==> config.mk <==
export PLATFORM = sky130hd
export DESIGN_NAME = conv_sched
export DESIGN_NICKNAME = d
export VERILOG_FILES = /design/src/rtl/conv_sched_pkg.sv /design/src/rtl/conv_sched_skew.sv /design/src/rtl/conv_sched.sv
export SDC_FILE = /design/constraint.sdc
export NUM_CORES = 1
export LEC_CHECK = 0
export BUFFER_PORTS_ARGS = -buffer_cell sky130_fd_sc_hd__buf_2
export CORE_MARGIN = 1.5
export CORE_UTILIZATION = 35
export CTS_CLUSTER_DIAMETER = 40
export CTS_CLUSTER_SIZE = 20
export DETAILED_ROUTE_END_ITERATION = 7
export GPL_ROUTABILITY_DRIVEN = 1
export PLACE_DENSITY = 0.54
export REMOVE_ABC_BUFFERS = 1
export SETUP_SLACK_MARGIN = 0.2
export SLEW_MARGIN = 0
export SYNTH_ARGS = -nofsm -noshare
export SYNTH_HDL_FRONTEND = slang
export SYNTH_SLANG_ARGS = --single-unit
==> constraint.sdc <==
create_clock -name clk -period 9.3 [get_ports clk]
set_clock_uncertainty 0.2 [all_clocks]
set_input_delay 0 -clock clk [delete_from_list [all_inputs] [get_ports clk]]
set_output_delay 0 -clock clk [all_outputs]
set_load 0.01 [all_outputs]
==> src/rtl/conv_sched_pkg.sv <==
// Shared types and sizes for the conv_sched convolution scheduler.
package conv_sched_pkg;

  localparam int DATA_W    = 8;
  localparam int FEED_CYC  = 5;
  localparam int IMG_N     = 4;
  localparam int KER_N     = 3;
  localparam int A_BITS    = IMG_N * IMG_N * DATA_W;
  localparam int B_BITS    = KER_N * KER_N * DATA_W;
  localparam int LANE_BITS = KER_N * DATA_W;

  typedef enum logic [2:0] {
    ST_IDLE,
    ST_CLEAR,
    ST_FEED,
    ST_DRAIN,
    ST_CAPTURE,
    ST_DONE
  } state_e;

endpackage

==> src/rtl/conv_sched_skew.sv <==
// Combinational skewed lane selection: lane i carries A[r+i][c+k] and B[i][k] with k = t - i,
// or zero while k is outside 0..2. Lane i occupies bits [8i+7:8i] of din_o/win_o.
module conv_sched_skew
  import conv_sched_pkg::*;
(
  input  logic [2:0]           t_i,
  input  logic                 r_i,
  input  logic                 c_i,
  input  logic [A_BITS-1:0]    a_i,
  input  logic [B_BITS-1:0]    b_i,
  output logic [LANE_BITS-1:0] din_o,
  output logic [LANE_BITS-1:0] win_o
);

  logic [DATA_W-1:0] a_px [IMG_N*IMG_N];
  logic [DATA_W-1:0] b_px [KER_N*KER_N];

  for (genvar g = 0; g < IMG_N*IMG_N; g++) begin : g_a
    assign a_px[g] = a_i[DATA_W*g +: DATA_W];
  end
  for (genvar g = 0; g < KER_N*KER_N; g++) begin : g_b
    assign b_px[g] = b_i[DATA_W*g +: DATA_W];
  end

  logic [2:0] lane;
  logic [2:0] kk;
  logic [1:0] row;
  logic [1:0] col;
  logic [3:0] bidx;

  always_comb begin
    din_o = '0;
    win_o = '0;
    lane  = '0;
    kk    = '0;
    row   = '0;
    col   = '0;
    bidx  = '0;
    for (int i = 0; i < KER_N; i++) begin
      lane = 3'(i);
      kk   = t_i - lane;
      row  = {1'b0, r_i} + lane[1:0];
      col  = {1'b0, c_i} + kk[1:0];
      bidx = 4'(KER_N * i) + {2'b00, kk[1:0]};
      // t_i >= lane rules out the wrapped (negative) k values
      if (t_i >= lane && kk <= 3'd2) begin
        din_o[DATA_W*i +: DATA_W] = a_px[{row, col}];
        win_o[DATA_W*i +: DATA_W] = b_px[bidx];
      end
    end
  end

endmodule

==> src/rtl/conv_sched.sv <==
// Sequences a 3x3 systolic array over the four 2x2 output pixels of a latched 4x4 image / 3x3 kernel.
// Every output is registered one cycle behind the FSM state; CONV_SCHED_PERF_CNT_EN adds run_cycles.
module conv_sched
  import conv_sched_pkg::*;
#(
  parameter int DRAIN_CYC = 3
) (
  input  logic                clk,
  input  logic                rst,
  input  logic                start,
  input  logic [A_BITS-1:0]   a_flat,
  input  logic [B_BITS-1:0]   b_flat,
  output logic [DATA_W-1:0]   din0,
  output logic [DATA_W-1:0]   din1,
  output logic [DATA_W-1:0]   din2,
  output logic [DATA_W-1:0]   win0,
  output logic [DATA_W-1:0]   win1,
  output logic [DATA_W-1:0]   win2,
  output logic                clear,
  output logic                c00,
  output logic                c01,
  output logic                c10,
  output logic                c11,
  output logic                busy,
  output logic                done
`ifdef CONV_SCHED_PERF_CNT_EN
  ,
  output logic [15:0]         run_cycles
`endif
);

  localparam logic [3:0] FEED_LAST  = 4'(FEED_CYC - 1);
  localparam logic [3:0] DRAIN_LAST = 4'(DRAIN_CYC - 1);

  state_e              state_q;
  logic [3:0]          cnt_q;
  logic [1:0]          p_q;
  logic [A_BITS-1:0]   a_q;
  logic [B_BITS-1:0]   b_q;
  logic [LANE_BITS-1:0] din_q, win_q;
  logic [LANE_BITS-1:0] din_d, win_d;
  logic [3:0]          cap_q;
  logic                clear_q, busy_q, done_q;

  conv_sched_skew u_skew (
    .t_i   (cnt_q[2:0]),
    .r_i   (p_q[1]),
    .c_i   (p_q[0]),
    .a_i   (a_q),
    .b_i   (b_q),
    .din_o (din_d),
    .win_o (win_d)
  );

  always_ff @(posedge clk or posedge rst) begin
    if (rst) begin
      state_q <= ST_IDLE;
      cnt_q   <= '0;
      p_q     <= '0;
      a_q     <= '0;
      b_q     <= '0;
      din_q   <= '0;
      win_q   <= '0;
      cap_q   <= '0;
      clear_q <= 1'b0;
      busy_q  <= 1'b0;
      done_q  <= 1'b0;
    end else begin
      busy_q  <= (state_q != ST_IDLE);
      clear_q <= (state_q == ST_CLEAR);
      done_q  <= (state_q == ST_DONE);
      cap_q   <= (state_q == ST_CAPTURE) ? (4'b0001 << p_q) : 4'b0000;
      din_q   <= (state_q == ST_FEED) ? din_d : '0;
      win_q   <= (state_q == ST_FEED) ? win_d : '0;

      case (state_q)
        ST_IDLE: begin
          if (start) begin
            a_q     <= a_flat;
            b_q     <= b_flat;
            p_q     <= '0;
            cnt_q   <= '0;
            state_q <= ST_CLEAR;
          end
        end
        ST_CLEAR: begin
          cnt_q   <= '0;
          state_q <= ST_FEED;
        end
        ST_FEED: begin
          if (cnt_q == FEED_LAST) begin
            cnt_q   <= '0;
            state_q <= ST_DRAIN;
          end else begin
            cnt_q <= cnt_q + 4'd1;
          end
        end
        ST_DRAIN: begin
          if (cnt_q == DRAIN_LAST) begin
            cnt_q   <= '0;
            state_q <= ST_CAPTURE;
          end else begin
            cnt_q <= cnt_q + 4'd1;
          end
        end
        ST_CAPTURE: begin
          if (p_q == 2'd3) begin
            state_q <= ST_DONE;
          end else begin
            p_q     <= p_q + 2'd1;
            state_q <= ST_CLEAR;
          end
        end
        ST_DONE:  state_q <= ST_IDLE;
        default:  state_q <= ST_IDLE;
      endcase
    end
  end

  assign din0  = din_q[0*DATA_W +: DATA_W];
  assign din1  = din_q[1*DATA_W +: DATA_W];
  assign din2  = din_q[2*DATA_W +: DATA_W];
  assign win0  = win_q[0*DATA_W +: DATA_W];
  assign win1  = win_q[1*DATA_W +: DATA_W];
  assign win2  = win_q[2*DATA_W +: DATA_W];
  assign clear = clear_q;
  assign c00   = cap_q[0];
  assign c01   = cap_q[1];
  assign c10   = cap_q[2];
  assign c11   = cap_q[3];
  assign busy  = busy_q;
  assign done  = done_q;

`ifdef CONV_SCHED_PERF_CNT_EN
  logic [15:0] cyc_q, cyc_d, run_q;

  assign cyc_d = (cyc_q == 16'hFFFF) ? cyc_q : cyc_q + 16'd1;

  // cyc_d on the DONE state cycle equals the number of busy output cycles of the run
  always_ff @(posedge clk or posedge rst) begin
    if (rst) begin
      cyc_q <= '0;
      run_q <= '0;
    end else if (state_q == ST_IDLE) begin
      cyc_q <= '0;
    end else begin
      cyc_q <= cyc_d;
      if (state_q == ST_DONE) run_q <= cyc_d;
    end
  end

  assign run_cycles = run_q;
`endif

endmodule

* Word level (Yosys, flattened, before mapping)
Cells that the tools add are included.
Operators by class: add/sub/neg operators 11, $lt $le $gt $ge 12, equality and inequality tests 12, shift-type cells 1, multiplexer cells 39, bitwise operators 6, reductions and logical operators 11
Operators with widths (count):
- 8-bit binary-select mux with 4-bit select | 6
- 8-bit two-way mux | 18
- 24-bit two-way mux | 2
- 5-bit >= comparator (second input constant) | 6
- 4-bit NOT with 5-bit output | 4
- 4-bit two-way mux | 4
- 4-bit one-hot mux with 4 select lines | 1
- 3-bit one-hot mux with 5 select lines | 1
- 3-bit two-way mux | 4
- 3-bit by 2-bit <= comparator with 1-bit output (second input constant) | 3
- 1-bit by 2-bit adder with 2-bit output | 3
- 3-bit by 2-bit == test with 1-bit output (second input constant) | 2
- 3-bit == test (second input constant) | 2
- 3-bit by 1-bit >= comparator with 1-bit output (second input constant) | 2
- 2-bit != test (second input constant) | 3
- 3-bit AND reduction | 2
- 2-bit NOT with 5-bit output | 1
- 3-bit NOT with 5-bit output | 1
- 3-bit by 2-bit adder with 4-bit output (first input constant) | 1
- 4-bit by 1-bit adder with 4-bit output (second input constant) | 1
- 4-bit by 2-bit == test with 1-bit output (second input constant) | 1
- 4-bit by 3-bit == test with 1-bit output (second input constant) | 1
- 2-bit two-way mux | 2
- 2-bit one-hot mux with 2 select lines | 1
- 17 further kinds | 20
Storage, ports and cells: register bits after elaboration 264, input bits 203, output and inout bits 55, logic and storage cells 103

* Logic depth before layout (Yosys ltp)
Gate-level depths: netlist of run 1.
depth in word-level cells 8, mapped depth 9, depth with buffers taken out 6

* Cells and area by module
A second synthesis of run 1 with hierarchy kept.
Second synthesis, totals: cell total of the unflattened synthesis 1044, area total of the unflattened synthesis 12599.6 um2
Modules (own cells, without submodules):
- conv_sched | instances 1, cells an instance 599, area each 9838.2 um2, seq. area each 6606.3 um2
- conv_sched_skew | instances 1, cells an instance 445, area each 2761.4 um2, seq. area each 0.0 um2

* Worst setup path after synthesis of run 1
No wires, ideal clock.
path kind register to register, start point register cnt_q[1], end point register din_q[10], library setup time 0.145 ns, data arrival time 2.347 ns, data required time 8.955 ns, setup slack 6.608 ns, cell stages (with the launch flop) 10, buffers on the path 3, period minus slack after synthesis 2.692 ns, cells stage by stage dfrtp_1 > buf_4 > inv_1 > ha_1 > buf_4 > xnor2_4 > buf_6 > mux4_2 > nand2_1 > a21oi_1
Between the ends: cells in the longest elaborated chain, start to end 8, elaborated cells on any way between the ends 11, those cells by class 2 x add/sub; 2 x order compare; 5 x mux; 1 x bitwise; 1 x reduce/logical
Ends and longest elaborated chain:
- from (decl) | RTL line conv_sched.sv:36 | logic [3:0] cnt_q;
- from (signal assigned) | RTL line conv_sched.sv:95 | cnt_q <= cnt_q + 4'd1;
- from (signal assigned) | RTL line conv_sched.sv:103 | cnt_q <= cnt_q + 4'd1;
- 3-bit by 1-bit subtractor with 3-bit output | RTL line conv_sched_skew.sv:41 | kk = t_i - lane;
- 1-bit by 2-bit adder with 2-bit output | RTL line conv_sched_skew.sv:43 | col = {1'b0, c_i} + kk[1:0];
- 4-bit NOT with 5-bit output (not written as such) | RTL line conv_sched_skew.sv:47 | din_o[DATA_W*i +: DATA_W] = a_px[{row, col}];
- 8-bit binary-select mux with 4-bit select | RTL line conv_sched_skew.sv:47
- 8-bit two-way mux (not written as such) (2 in a row) | RTL line conv_sched_skew.sv:47
- 8-bit two-way mux (*) | RTL line conv_sched_skew.sv:46 | if (t_i >= lane && kk <= 3'd2) begin
- 24-bit two-way mux (*) | RTL line conv_sched.sv:73 | din_q <= (state_q == ST_FEED) ? din_d : '0;
- to (signal assigned) | RTL line conv_sched.sv:73
- to (decl) | RTL line conv_sched.sv:40 | logic [LANE_BITS-1:0] din_q, win_q;
Every way passes the cells marked *; elsewhere a longest branch is shown, timed or not. The select of a mux whose other input is x is not followed. A chain may end at the register's enable or synchronous reset.

* Worst setup path after layout of run 1
start point register cnt_q[0], end point register din_q[9]
Same word-level chain as after synthesis.

==> results of run 1 <==
## power groups by stage
stage | clock network (mW) | registers [mW] | logic, mW
floorplan | 0 | 2.04 | 1.82
global placement | 0 | 2.08 | 2.27
detailed placement | 0 | 2.09 | 2.31
CTS | 1.83 | 2.07 | 2.38
global route | 1.88 | 2.15 | 2.55
finish | 1.79 | 2.07 | 2.35
## synth_stat cells (5+ instances only)
cell        n
mux4_1      5
and3_1     13
buf_4       7
nor2_1     33
mux2i_1    34
a21oi_1    23
buf_2      28
inv_1       9
ha_1       16
mux4_2     59
clkbuf_1   10
a22o_1      9
nand2_1    32
o221ai_1    8
mux2_2    201
dfrtp_1   264
## layout make-up
cell class              instances  area [sq um]
diodes                          1          2.50
flip-flops and latches        264          6610
fillers                      2930         16200
inverters                      10          45.0
multi-input cells             464          5150
clock buffers                  53          1210
clock inverters                30           438
well taps                     448           561
repair buffers                482          3500
## through the flow
stage	area, sq um	TNS (ns)	cells	util [%]
2_1_floorplan	11700	-2870.69	738	-
3_3_place_gp	13800	0	1458	40.9
3_5_place_dp	13800	0	1458	40.9
4_1_cts	17500	0	1751	52.0
5_1_grt	17500	0	1752	52.0
6_report	17500	0	1752	52.0
## state kept, by name (all words and copies together) (netlist names)
| signal | flops |
|---|---|
| a_q | 128 |
| b_q | 72 |
| busy | 1 |
| cap_q | 4 |
| clear | 1 |
| cnt_q | 4 |
| din_q | 24 |
| done | 1 |
| p_q | 2 |
| state_q | 3 |
| win_q | 24 |
## cell families (layout without fill, tap and decap cells)
kind of cell / count (synthesis) / in the layout / synth area share, %
compound gates: 50 / 50 / 2.81
xor+xnor: 4 / 4 / 0.448
fa+ha+maj: 16 / 16 / 1.67
buf+inv: 61 / 575 / 2.60
flops: 264 / 264 / 55.0
mux: 299 / 299 / 33.8
other cells: 0 / 1 / 0
simple gates: 95 / 95 / 3.70
## how the worst max path moves through the flow
stage,endpoint,slack [ns],depth (start not counted)
6_report,din_q[9],5.78,7
5_1_grt,din_q[15],5.44,7
4_1_cts,din_q[9],5.64,7
3_5_place_dp,din_q[9],5.66,7
3_3_place_gp,din_q[7],5.73,7
2_1_floorplan,a_q[0],-14.22,2
## worst max-delay path: stages, from the launching register on
cell	delay (ns)
dfrtp_2	0.33
buf_4	0.51
inv_1	0.29
ha_1	0.45
xnor2_4	0.79
mux4_2	0.61
nand2_1	0.08
a21oi_1	0.07
## metal layers
metal / vias to the layer above / track usage [%]
met4: 0 / 7.63
met3: 73 / 3.41
met2: 234 / 31.3
li1: 3900 / -
met1: 4308 / 25.6
met5: - / 0
==> key figures, run 1 <==
Placement
  – Placer Congestion: around 0.74
  – HPWL after DPL: 21700 um
  – Number of port buffers: 257
  – Pre-CTS WS: 5.66 ns

Worst setup path
  – Critical Path Start Type: flop
  – Crit Path Class: reg -> reg
  – Critical path data arrival time: 3.70 ns
  – Worst reg2reg setup slack: 5.78 ns
  – Worst Path Max Fanout: just over 40
  – Worst R2R Path Depth: 7
  – Worst EP required: 9.48 ns
  – R2r endpoint: din_q[9]
  – Worst r2r src: cnt_q[0]
  – Crit. End Element: flop
  – Critical Path Start: cnt_q[0]

Finish
  – Area growth, synth to finish: 45.7%
  – Layout cells sized above 1: 47.7%
  – NumNets Final: 1486
  – Commonest non-fill, non-tap cell in the layout: dfrtp_1
  – Most frequent cells in the layout: dfrtp_1, buf_2, dlygate4sd3_1, mux2_2, mux4_2

Synth
  – Cells after Synth: 789
  – Main synth FF type: dfrtp_1
  – Synth area leader: dfrtp_1
  – Sequential area share after synthesis: a little over half
  – Synth Warn #: 0
  – Top cell type's share of synthesized area: 55.0%
  – Synth Register Bits: 264
  – Syn avg cell area: between 15 and 20 sq um
  – Mapped Area: 0.0120 sq mm
  – Count of cell types in the netlist: 40
  – Asr flop ratio synth: 100%
  – Post-synth EDFFs: 0
  – Largest cells by area after synthesis: dfrtp_1, mux2_2, mux4_2

Run
  – Maxcap violations: 0

Timing
  – Final period util: roughly 38%
  – Peak Freq: 284 MHz
  – Slew Viols, Final: 0
  – Tmin final: 3.52 ns
  – Final hold violations: 0
  – RSZ-0062 raised after global routing: no
  – Slew @ Worst Pin: 1.10 ns
  – Relative slew slack: roughly a quarter
  – Setup-failing EPs final: 0
  – Final setup margin: 5.78 ns
  – Min Hold Slack: 0.0206 ns

Global routing
  – Vias in the first global route: 9119
  – Initial antenna violation count: 1
  – Global-route wire length before repair: between 50000 and 60000 um
  – Global route overflow: 0
  – Largest net degree at the start of global routing: 119
  – Total GRT Usage: about 19%

Worst hold path
  – Hold path depth: 3
  – Min-delay src: a_flat[127]
  – Hold Path Class: in -> reg
  – Hold path endpoint: a_q[127]

Route
  – Vias per cell: about 4.9
  – Final WL: 33800 um
  – DR WL met3: 1570 um
  – Antenna-violating nets left: 0
  – DRT iter0 DRCs: 411
  – Drt first pass iters: 4
  – DR vias: between 8k and 9k
  – Met2 wire len: approximately 16000 um
  – DR top layer: met4
  – Drc violations: 0
  – Avg WL per Cell: 19.3 um
  – Met1 WL: 14700 um

Power and ir drop
  – P_int: 4.21 mW
  – Clock Power Share: 28.8%
  – Peak supply drop: approximately 0.00017 V
  – Sequential fraction of design power: 33.4%
  – Leakage: 7.89 nW
  – PD cells: 354 mW/mm^2
  – Comb pwr share: 37.8%
  – NetSw: 1.99 mW
  – Pwr Total: just over 6 mW
  – Sw Ratio: 32.1%

Floorplanning
  – Die X: 188 um
  – I/O pins: 258
  – Site Rows: 67
  – Starting Density: 35.7%
  – Die ar.: 0.0355 sq mm
  – Core area: 0.0337 sq mm
  – Die Height: about 190 um

Clock network
  – Root buffer cell: clkbuf_16
  – Hold-fix buffers, CTS: 210
  – CTS sink count: 264
  – Post-CTS sizing: 0
  – CTS Buffer Depth: 3
  – Clock slew at reported path FFs: 0.05 ns
  – Post-CTS Setup Bufs: 0
  – Inserted Clock Buffers: 45
  – Htree depth: 2
  – CTS tree: yes
  – Skew-Pair Late Insertion Delay: between 0.5 and 0.6 ns

Run status
  – Status: finished, final reports clean
(Power assumes the default switching activity.)
==> run 2, diff against run 1 <==
- ABC_AREA: default -> 1
- clock period: 9.3 -> 3.6 ns (I/O delays scaled with it)
==> key figures, run 2 <==
Run status
  – Status: finished, final reports clean

Route
  – Drc violations: 0 (unchanged)
  – DR vias: 11.9k (+40%)
  – Drt first pass iters: 5 (+1)
  – Final WL: 39200 um (+16%)
  – Avg WL per Cell: 15.4 um (-20%)
  – Vias per cell: 4.67 (-3.9%)
  – Antenna-violating nets left: 0 (unchanged)
  – DRT iter0 DRCs: 574 (+40%)

Synth
  – Top post-synthesis cells by count: nand2_1, dfrtp_1, nor2_1
  – Top-count cell post-synth: nand2_1
  – Largest cells by area after synthesis: dfrtp_1, nand2_1, a21oi_1
  – Top cell type's share of synthesized area: 52.5% (-2.5 points)
  – Count of cell types in the netlist: 26 (-35%)
  – Syn avg cell area: 8.41 sq um (-45%)
  – Synth Register Bits: 264 (unchanged)
  – Sequential area share after synthesis: 52.5% (-2.5 points)
  – Cells after Synth: 1497 (+90%)
  – Post-synth EDFFs: 0 (unchanged)
  – Mapped Area: 0.0126 sq mm (+4.7%)
  – Asr flop ratio synth: 100% (unchanged)
  – Synth Warn #: 0 (unchanged)
  – Main synth FF type: dfrtp_1
  – Synth area leader: dfrtp_1

Power and ir drop
  – PD cells: 850 mW/mm^2 (+140%)
  – Leakage: 9.58 nW (+22%)
  – Peak supply drop: 0.000479 V (+180%)

Worst setup path
  – Worst path cell trace: inv_1 > ha_1 > inv_1 > nand2_1 > nand2_2 > inv_1 > nand2_1 > nand2_1 > nand2_1 > nand2_1 > nor2_1
  – Crit. End Element: flop
  – Critical Path Start Type: flop
  – Slowest CP cell: ha_1
  – Critical path's largest stage delay: 0.40 ns (-0.39 ns)
  – Critical path data arrival time: 2.88 ns (-0.82 ns)
  – Worst r2r src: cnt_q[1]
  – Crit Path Class: reg -> reg
  – Worst EP required: 3.90 ns (-5.58 ns)
  – Critical Path Start: cnt_q[1]
  – Worst Path Max Fanout: 17 (-59%)
  – Most used cell, CP: nand2_1

Timing
  – Final period util: 71.8% (+34 points)
  – Slew Viols, Final: 0 (unchanged)
  – Tmin final: 2.58 ns (-0.940 ns)
  – Final hold violations: 0 (unchanged)
  – Setup-failing EPs final: 0 (unchanged)
  – Final setup margin: 1.02 ns (-4.76 ns)
  – Peak Freq: 387 MHz (+36%)
  – RSZ-0062 raised after global routing: no
  – Slew @ Worst Pin: 0.863 ns (-0.242 ns)
  – Relative slew slack: 42.4% (+18 points)

Worst hold path
  – Hold Path Class: in -> reg
  – Min-delay src: a_flat[51]

Clock network
  – Skew-Pair Late Insertion Delay: 0.58 ns (+0.03 ns)
  – Inserted Clock Buffers: 50 (+11%)
  – Post-CTS Setup Bufs: 0 (unchanged)
  – Post-CTS sizing: 0 (unchanged)
  – CTS tree: yes
  – CTS sink count: 264 (unchanged)
  – Root buffer cell: clkbuf_16
  – CTS Buffer Depth: 3 (unchanged)
  – Hold-fix buffers, CTS: 300 (+43%)
  – Htree depth: 2 (unchanged)
  – Clock slew at reported path FFs: 0.06 ns (about the same)

Global routing
  – Global route overflow: 0 (unchanged)
  – Initial antenna violation count: 4 (+3)
  – Routing usage on met1: 27.8% (+2.2 points)
  – GRT met2 Usage: 36.5% (+5.2 points)
  – Total GRT Usage: 21.6% (+2.4 points)
  – Vias in the first global route: 12.1k (+33%)
  – GRT busiest layer: met2
  – Largest net degree at the start of global routing: 98 (-18%)
  – Global-route wire length before repair: 62400 um (+19%)
  – Met3 usage: 4.46% (+1.0 points)

Run
  – Maxcap violations: 0 (unchanged)

Finish
  – Area growth, synth to finish: 51.4%
  – Top reg by flops: a_q
  – Fin cells: 2547 (+45%)
  – Most frequent cells in the layout: nand2_1, dlygate4sd3_1, dfrtp_1, buf_2, nor2_1
  – Fillcell total: 3193 (+9.0%)
  – Top flop regs: a_q: 128 flops, b_q: 72 flops
  – Layout cells sized above 1: 21.3% (-26 points)
  – Commonest non-fill, non-tap cell in the layout: nand2_1
  – Max FFs per register: 128 (unchanged)
  – NumNets Final: 2262 (+52%)

Floorplanning
  – Die X: 193 um (+2.3%)
  – I/O pins: 258 (unchanged)
  – Core area: 0.0355 sq mm (+5.3%)
  – Die Height: 193 um (+2.3%)
  – Die ar.: 0.0371 sq mm (+4.6%)
  – Starting Density: 35.5% (-0.19 points)
  – Site Rows: 69 (+3.0%)

Placement
  – HPWL after DPL: 24100 um (+11%)
  – Placer Congestion: 0.819 (+10%)
  – Pre-CTS WS: 1.01 ns (-4.64 ns)
  – Inst Count DP: 2152 (+48%)
  – Number of port buffers: 257 (unchanged)
-- run 2: changes by cell type in the layout (fill, tap and decap cells not counted), moves of 90 or more --
cell           before  now
a21oi_1            23  153
nand2_1            32  415
nor2_1             33  172
o21ai_0             3  109
dlygate4sd3_1     210  300
mux2_2            201   53
inv_1               8  135
-- run 2: per-stage QoR --
| stage | TNS, ns | utilization (%) | total power [mW] | area, sq um | hold WS [ns] |
|---|---|---|---|---|---|
| 2_1_floorplan | -1416.78 | - | 9.45 | 12200 | -0.0679 |
| 3_3_place_gp | 0 | 40.4 | 11.2 | 14300 | -0.0128 |
| 3_5_place_dp | 0 | 40.4 | 11.4 | 14300 | -0.0107 |
| 4_1_cts | 0 | 53.7 | 16.4 | 19000 | 0.000164 |
| 5_1_grt | 0 | 53.7 | 17.6 | 19100 | 0.0207 |
| 6_report | 0 | 53.7 | 16.2 | 19100 | 0.0203 |
-- run 2: layout make-up --
class	instances	area, sq um	area share [%]
flip-flops and latches	264	6610	34.7
multi-input cells	1009	5080	26.7
repair buffers	577	4530	23.8
clock buffers	61	1350	7.11
well taps	461	577	3.03
inverters	141	537	2.82
clock inverters	33	362	1.90
diodes	1	2.50	0.0131
-- run 2: cell families (layout without fill, tap and decap cells) --
kind of cell	count (synthesis)	after routing	share of synthesized area (%)
multiplexers	88	88	7.87
buffers and inverters	224	812	7.29
XOR/XNOR	1	1	0.0696
AND/OR/NAND/NOR	630	630	19.6
adder cells (fa/ha/maj)	16	16	1.59
AO/OA/AOI/OAI	274	274	11.1
flip-flops	264	264	52.5
other	0	1	0
-- run 2: critical path, delay by kind of cell (launching register included) --
family        cells  cell delay (ns)
simple gates      7             0.73
flops             1             0.37
fa+ha+maj         1             0.40
buf+inv           3             0.79
-- run 2: report_power, final --
part           internal (mW)  switching [mW]  leakage [nW]
clock network           3.05            1.65         0.825
registers               4.23           0.520          3.13
logic                   2.50            4.26          5.63
total                   9.78            6.43          9.58
-- run 2: path summary, 6_finish.rpt --
check	to	slack (ns)	cells after the start
worst max-delay path	din_q[13]	1.02	11
worst min-delay path	a_q[51]	0.02	4
worst max register to register	din_q[13]	1.02	11
worst min register to register	b_q[22]	0.28	1
max in group asynchronous	b_q[38]	1.68	5
min in group asynchronous	b_q[44]	0.52	4
-- run 2: metal layers --
layer	vias up	wire length (um)
li1	5860	-
met1	5654	17100
met2	305	18900
met3	72	2340
met4	6	818
met5	-	28
